==> config.mk <==
export PLATFORM = sky130hd
export DESIGN_NAME = calc_req_issuer
export DESIGN_NICKNAME = d
export VERILOG_FILES = /design/src/rtl/calc_pkg.sv /design/src/rtl/calc_tag_pool.sv /design/src/rtl/calc_req_issuer.sv
export SDC_FILE = /design/constraint.sdc
export NUM_CORES = 1
export LEC_CHECK = 0
export BUFFER_PORTS_ARGS = -buffer_cell sky130_fd_sc_hd__buf_2
export CORE_ASPECT_RATIO = 1.4
export CORE_UTILIZATION = 40
export CTS_CLUSTER_DIAMETER = 30
export DETAILED_ROUTE_END_ITERATION = 7
export MAX_ROUTING_LAYER = met4
export PLACE_DENSITY_LB_ADDON = 0.15
export SLEW_MARGIN = 20
export SYNTH_ARGS = -nofsm -noshare
export SYNTH_HDL_FRONTEND = slang
export SYNTH_HIERARCHICAL = 1
export SYNTH_SLANG_ARGS = --single-unit
==> constraint.sdc <==
create_clock -name clk -period 5.94 [get_ports clk]
set_input_delay 1.188 -clock clk [delete_from_list [all_inputs] [get_ports clk]]
set_output_delay 1.188 -clock clk [all_outputs]
set_load 0.005 [all_outputs]
==> src/rtl/calc_pkg.sv <==
// Shared types and widths for the calculator request issuer and its tag pool.
package calc_pkg;

    localparam int unsigned NTAGS  = 4;
    localparam int unsigned TAG_W  = 2;
    localparam int unsigned CMD_W  = 4;
    localparam int unsigned RESP_W = 2;
    localparam int unsigned DATA_W = 32;

    typedef enum logic [CMD_W-1:0] {
        CMD_NOP = 4'd0,
        CMD_ADD = 4'd1,
        CMD_SUB = 4'd2,
        CMD_SHL = 4'd5,
        CMD_SHR = 4'd6
    } cmd_e;

    typedef enum logic [RESP_W-1:0] {
        RESP_NONE    = 2'd0,
        RESP_OK      = 2'd1,
        RESP_OVF     = 2'd2,
        RESP_INVALID = 2'd3
    } resp_e;

    typedef logic [TAG_W-1:0] tag_t;

    typedef enum logic {
        ST_IDLE = 1'b0,
        ST_OP2  = 1'b1
    } state_e;

    // One beat on the DUT request port.
    typedef struct packed {
        logic [CMD_W-1:0]  cmd;
        logic [DATA_W-1:0] data;
        tag_t              tag;
    } dut_req_t;

    // One completion report towards the consumer.
    typedef struct packed {
        logic              valid;
        tag_t              tag;
        logic [CMD_W-1:0]  cmd;
        logic [RESP_W-1:0] code;
        logic [DATA_W-1:0] data;
        logic              timeout;
    } rsp_t;

    // Index of the lowest set bit; 0 when none is set (callers qualify with |v).
    function automatic tag_t lowest_set(input logic [NTAGS-1:0] v);
        tag_t t;
        t = '0;
        for (int i = NTAGS - 1; i >= 0; i--) begin
            if (v[i]) t = TAG_W'(i);
        end
        return t;
    endfunction

endpackage

==> src/rtl/calc_tag_pool.sv <==
// Busy mask for the outstanding DUT tags with lowest-free allocation.
module calc_tag_pool
    import calc_pkg::*;
(
    input  logic             clk,
    input  logic             reset_n,
    input  logic             alloc,
    input  logic             free,
    input  logic [TAG_W-1:0] free_tag,
    output logic [NTAGS-1:0] busy,
    output logic [TAG_W-1:0] alloc_tag_c,
    output logic             full_c
);

    logic [NTAGS-1:0] set_mask;
    logic [NTAGS-1:0] clr_mask;

    assign alloc_tag_c = lowest_set(~busy);
    assign full_c      = &busy;

    always_comb begin
        set_mask = '0;
        clr_mask = '0;
        if (alloc) set_mask[alloc_tag_c] = 1'b1;
        if (free)  clr_mask[free_tag]    = 1'b1;
    end

    // Alloc and free never hit the same tag: only free tags are allocated, only busy ones freed.
    always_ff @(posedge clk or negedge reset_n) begin
        if (!reset_n) begin
            busy <= '0;
        end else begin
            busy <= (busy | set_mask) & ~clr_mask;
        end
    end

endmodule

==> src/rtl/calc_req_issuer.sv <==
// Issues tagged two-beat commands to one calculator DUT port and reports completions or timeouts.
module calc_req_issuer
    import calc_pkg::*;
#(
    parameter int unsigned TIMEOUT = 100
) (
    input  logic        clk,
    input  logic        reset_n,
    input  logic        in_valid,
    output logic        in_ready,
    input  logic [3:0]  in_cmd,
    input  logic [31:0] in_op1,
    input  logic [31:0] in_op2,
    output logic [3:0]  dut_cmd,
    output logic [31:0] dut_data,
    output logic [1:0]  dut_tag,
    input  logic [1:0]  dut_resp,
    input  logic [31:0] dut_rdata,
    input  logic [1:0]  dut_rtag,
    output logic        rsp_valid,
    output logic [1:0]  rsp_tag,
    output logic [3:0]  rsp_cmd,
    output logic [1:0]  rsp_code,
    output logic [31:0] rsp_data,
    output logic        rsp_timeout,
    output logic        spurious
);

    localparam int unsigned CNT_W = ($clog2(TIMEOUT + 1) > 8) ? $clog2(TIMEOUT + 1) : 8;

    state_e            state_q, state_d;
    tag_t              cur_tag_q;
    dut_req_t          req_q, req_d;
    rsp_t              rsp_q, rsp_d;
    logic              spurious_q;

    logic [CMD_W-1:0]  cmd_tab_q [NTAGS];
    logic [DATA_W-1:0] op2_tab_q [NTAGS];
    logic [CNT_W-1:0]  cnt_q     [NTAGS];

    logic [NTAGS-1:0]  busy;
    tag_t              alloc_tag_c;
    logic              full_c;
    logic              accept_c;
    logic              resp_hit_c;
    logic              spur_c;
    logic [NTAGS-1:0]  expired_c;
    tag_t              exp_tag_c;
    logic              any_exp_c;
    logic              free_c;
    tag_t              free_tag_c;

    // Ready is forced low while reset is held, even though the state already reads IDLE.
    assign in_ready   = reset_n && (state_q == ST_IDLE) && !full_c;
    assign accept_c   = in_valid && in_ready;
    assign resp_hit_c = (dut_resp != RESP_NONE) && busy[dut_rtag];
    assign spur_c     = (dut_resp != RESP_NONE) && !busy[dut_rtag];
    assign exp_tag_c  = lowest_set(expired_c);
    assign any_exp_c  = |expired_c;
    assign free_c     = resp_hit_c || any_exp_c;
    assign free_tag_c = resp_hit_c ? dut_rtag : exp_tag_c;

    calc_tag_pool u_pool (
        .clk         (clk),
        .reset_n     (reset_n),
        .alloc       (accept_c),
        .free        (free_c),
        .free_tag    (free_tag_c),
        .busy        (busy),
        .alloc_tag_c (alloc_tag_c),
        .full_c      (full_c)
    );

    always_comb begin
        expired_c = '0;
        for (int i = 0; i < NTAGS; i++) begin
            expired_c[i] = busy[i] && (cnt_q[i] == CNT_W'(TIMEOUT));
        end
    end

    always_ff @(posedge clk or negedge reset_n) begin
        if (!reset_n) begin
            state_q <= ST_IDLE;
        end else begin
            state_q <= state_d;
        end
    end

    // Request sequencing: cmd beat follows the accept, op2 beat follows the cmd beat.
    always_comb begin
        state_d = state_q;
        req_d   = '0;
        case (state_q)
            ST_IDLE: begin
                if (accept_c) begin
                    state_d    = ST_OP2;
                    req_d.cmd  = in_cmd;
                    req_d.data = in_op1;
                    req_d.tag  = alloc_tag_c;
                end
            end
            ST_OP2: begin
                state_d    = ST_IDLE;
                req_d.data = op2_tab_q[cur_tag_q];
                req_d.tag  = cur_tag_q;
            end
            default: state_d = ST_IDLE;
        endcase
    end

    // A DUT response wins over any pending timeout; expired tags drain one per cycle.
    always_comb begin
        rsp_d = '0;
        if (resp_hit_c) begin
            rsp_d.valid = 1'b1;
            rsp_d.tag   = dut_rtag;
            rsp_d.cmd   = cmd_tab_q[dut_rtag];
            rsp_d.code  = dut_resp;
            rsp_d.data  = dut_rdata;
        end else if (any_exp_c) begin
            rsp_d.valid   = 1'b1;
            rsp_d.tag     = exp_tag_c;
            rsp_d.cmd     = cmd_tab_q[exp_tag_c];
            rsp_d.timeout = 1'b1;
        end
    end

    always_ff @(posedge clk or negedge reset_n) begin
        if (!reset_n) begin
            req_q      <= '0;
            rsp_q      <= '0;
            spurious_q <= 1'b0;
            cur_tag_q  <= '0;
        end else begin
            req_q      <= req_d;
            rsp_q      <= rsp_d;
            spurious_q <= spur_c;
            if (accept_c) cur_tag_q <= alloc_tag_c;
        end
    end

    // Counters restart on allocation and again on the op2 beat, so a reused tag never inherits an old count.
    always_ff @(posedge clk or negedge reset_n) begin
        if (!reset_n) begin
            for (int i = 0; i < NTAGS; i++) begin
                cmd_tab_q[i] <= '0;
                op2_tab_q[i] <= '0;
                cnt_q[i]     <= '0;
            end
        end else begin
            for (int i = 0; i < NTAGS; i++) begin
                if (accept_c && (alloc_tag_c == TAG_W'(i))) begin
                    cmd_tab_q[i] <= in_cmd;
                    op2_tab_q[i] <= in_op2;
                end
                if ((accept_c && (alloc_tag_c == TAG_W'(i))) ||
                    ((state_q == ST_OP2) && (cur_tag_q == TAG_W'(i)))) begin
                    cnt_q[i] <= '0;
                end else if (busy[i] && (cnt_q[i] != CNT_W'(TIMEOUT))) begin
                    cnt_q[i] <= cnt_q[i] + CNT_W'(1);
                end
            end
        end
    end

    assign dut_cmd     = req_q.cmd;
    assign dut_data    = req_q.data;
    assign dut_tag     = req_q.tag;
    assign rsp_valid   = rsp_q.valid;
    assign rsp_tag     = rsp_q.tag;
    assign rsp_cmd     = rsp_q.cmd;
    assign rsp_code    = rsp_q.code;
    assign rsp_data    = rsp_q.data;
    assign rsp_timeout = rsp_q.timeout;
    assign spurious    = spurious_q;

endmodule

==> out/results.md <==
### Route
- 0 — DRC violations left
- 5.031 — ratio of routed vias to standard cells
- 214 — starting DRC count in detailed routing
- 0 — post-route ant nets
- 18.12 µm — final routed wire length divided by cell count
- 25280 µm — final WL
- 4 — Pre-Repair DR Iteration Count
- 7018 — routed vias

### Yosys
- 0 — number of synthesized flops with an enable pin
- dfrtp_1 (264), mux2_2 (135), nor2_1 (48), and2_1 (37) — most frequent cells after synthesis
- dfrtp_1 — most frequent cell after synthesis
- 769 — synthesized instance count
- 14.64 µm² — average size of a mapped cell
- 56 — Yosys cell types
- 100.0% — share of async-settable or async-resettable flops after synthesis
- dfrtp_1 (59%), mux2_2 (14%), mux4_2 (6.4%) — cell types with the largest area share after synthesis
- 58.70% — share of Yosys cell area claimed by the top area cell type
- 884 — Syn Nets
- 264 — flop and latch count out of synthesis
- dfrtp_1 — Post-synth top flop
- 11250 µm² — Mapped Area
- dfrtp_1 — area leader, netlist
- 6 — warning count from the yosys run
- 58.70% — part of the Yosys area used for sequential elements

### Global route
- 19.16% — Overall Global Routing Usage
- 7607 — vias in the first global route
- 0 — GR Overflow Total
- 73 — largest net degree at the start of global routing
- 41190 µm — first-pass GRT wire length
- 3 — antenna violations before repair

### Worst hold path
- 1 — number of cells on the worst hold path
- flip-flop to flip-flop — worst min-delay path class

### Pwr
- 37.0% — Clock power frac
- 528.9 nW/µm² — cell area power density
- 28.13% — Switching Share
- 0.0002534 V — largest vdd supply drop
- 24.3% — Logic pwr share
- 7.496 mW — Total Power
- 2.109 mW — switching pwr
- 6.737 nW — static leakage power
- 38.7% — Seq pwr share
- 5.388 mW — Pint

### Worst setup path
- 4.22 ns — Crit path arrival time
- simple AND/OR/NAND/NOR gates — largest delay contributor family on the critical path
- input port to flip-flop — critical path class
- input port — type of origin of the critical path
- 7 — instance count on the critical path
- 2 — count of buffering cells on the critical path with inverters included
- 6.36 ns — data required time of the worst path
- 6 — number of cells traversed by the worst register-to-register path
- flip-flop — nature of the critical path endpoint
- buf_8 -> nor3b_4 -> and2_2 -> nand2_1 -> nor2_4 -> buf_4 -> mux2_2 — worst path cell trace
- and2_2 — Worst path slowest cell
- 67 — maximum net fanout on the critical path
- 0.64 ns — largest stage delay on the critical path

### Clock tree
- 0 — Resized cells post-CTS
- 0 — Post-CTS Hold Fix Bufs
- 0.54 ns — Clock Latency Late Sink
- 3 — maximum clock path buffer count
- 0.05 ns — clock-pin slew of the registers on the worst-case setup and hold paths
- done — TritonCTS clock tree
- 2 — CTS H-tree depth
- clkbuf_16 — master cell of the clock root buffer
- 49 — Inserted Clock Buffers
- 0 — buffers inserted during post-CTS setup optimization
- 264 — count of clock tree sinks

### Run
- 0 — Maximum Capacitance Violations

### Floorplan
- 72 — number of placement rows
- 143.8 µm — horizontal extent of the die
- 189 — I/O Pins
- 40.69% — starting utilization of the core area
- 28820 µm² — Die Outline Area
- 200.5 µm — Chip Height
- 27660 µm² — area of the core

### Place
- 15730 µm — detailed-placement wirelength estimate
- 1.495 ns — Place WS
- 0.7865 — routability cong.
- 188 — IO buf count

### STA
- 0.01013 ns — skew final
- 63.97% — portion of the clock cycle consumed by the worst path in the final layout
- false — RSZ-0062 raised after global routing
- 0.9910 ns — transition time of the tightest slew-check pin
- 263.2 MHz — Max Freq
- 0 — setup-violating endpoint count in the final report
- 0 — number of slew-limit violations in the final report
- 33.93% — tightest slew margin relative to the limit
- 2.140 ns — PnR worst setup slack
- 3.800 ns — min Tclk post-route
- 0 — Fin. Hold Viols
- 0 ns — Final TNS setup

### Outcome
- finished clean — status

### Cells and area
- 46.48% — fraction of layout cells with a size suffix above 1
- 25.94% — Area Growth Syn to Fin
- 1096 — nets

state kept, by name, summed over array words and instances (netlist names), 4 cells and up:
register and cells:
op2_tab_q 128, cnt_q 32, dut_data 32, rsp_data 32
cmd_tab_q 16, dut_cmd 4, rsp_cmd 4, u_pool/busy 4
cell type report:
class | instances | area [µm²]
inverters | 19 | 71.32
well taps | 370 | 462.9
flip-flops and latches | 264 | 6610
clock buffers | 64 | 1375
repair buffers | 198 | 1026
multi-input cells | 449 | 4319
fillers | 2426 | 13480
diodes | 3 | 7.507
clock inverters | 28 | 301.5
stage by stage:
step                utilization (%)  instance area [µm²]  cells  hold WS, ns
floorplan                         -                11250    769       0.4524
global placement              45.16                12490   1300       0.4630
detailed placement            45.16                12490   1300       0.4717
CTS                           51.22                14170   1392       0.4819
global route                  51.25                14170   1395       0.5017
finish                        51.25                14170   1395       0.4813
cells by family after synthesis:
kind of cell | share of synthesized area (%)
flops | 58.70
mux | 22.50
simple gates | 7.271
compound gates | 5.425
buf+inv | 3.035
xor+xnor | 2.179
fa+ha+maj | 0.8894
routing by layer:
layer  global-route usage [%]  up-vias  share of wire (%)
met5                        -        -                  0
met4                    6.459        0                2.1
met3                    4.866       51                5.9
met2                    30.84      188                 49
met1                    23.29     3565                 43
li1                         -     3214                  -
final timing paths:
| path | start | to | slack [ns] |
|---|---|---|---|
| setup / recovery | reset_n | op2_tab_q[90]$_DFFE_PN0P_ | 2.14 |
| hold / removal | op2_tab_q[35]$_DFFE_PN0P_ | op2_tab_q[35]$_DFFE_PN0P_ | 0.48 |
| setup reg to reg | state_q$_DFF_PN0_ | op2_tab_q[90]$_DFFE_PN0P_ | 2.42 |
| hold reg to reg | op2_tab_q[35]$_DFFE_PN0P_ | op2_tab_q[35]$_DFFE_PN0P_ | 0.48 |
| max in group asynchronous | reset_n | dut_data[7]$_DFF_PN0_ | 4.02 |
| min in group asynchronous | reset_n | rsp_data[25]$_DFF_PN0_ | 0.58 |
power groups by stage:
| stage | logic [mW] | registers [mW] | clock network (mW) |
|---|---|---|---|
| floorplan | 1.41 | 2.78 | 0 |
| global placement | 1.81 | 2.91 | 0 |
| detailed placement | 1.85 | 2.92 | 0 |
| CTS | 1.86 | 2.90 | 2.84 |
| global route | 2.02 | 3.00 | 2.93 |
| finish | 1.82 | 2.90 | 2.78 |
cell usage in the layout, fill, tap and decap left out, drive strengths merged, types with 8 or more instances in the layout:
master / Yosys / routed
dfrtp: 264 / 264
mux2: 144 / 144
ha: 8 / 8
buf: 23 / 198
o21ai: 9 / 9
nor2: 50 / 50
a31oi: 8 / 8
nand2: 21 / 21
a21oi: 9 / 9
inv: 19 / 22
mux4: 36 / 36
a22o: 32 / 32
clkbuf: 14 / 64
clkinv: 0 / 16
mux2i: 9 / 9
and3: 9 / 9
xnor2: 10 / 10
nand4: 13 / 13
xor2: 18 / 18
and2: 37 / 37
No activity file was read; power rests on OpenSTA's default activity.
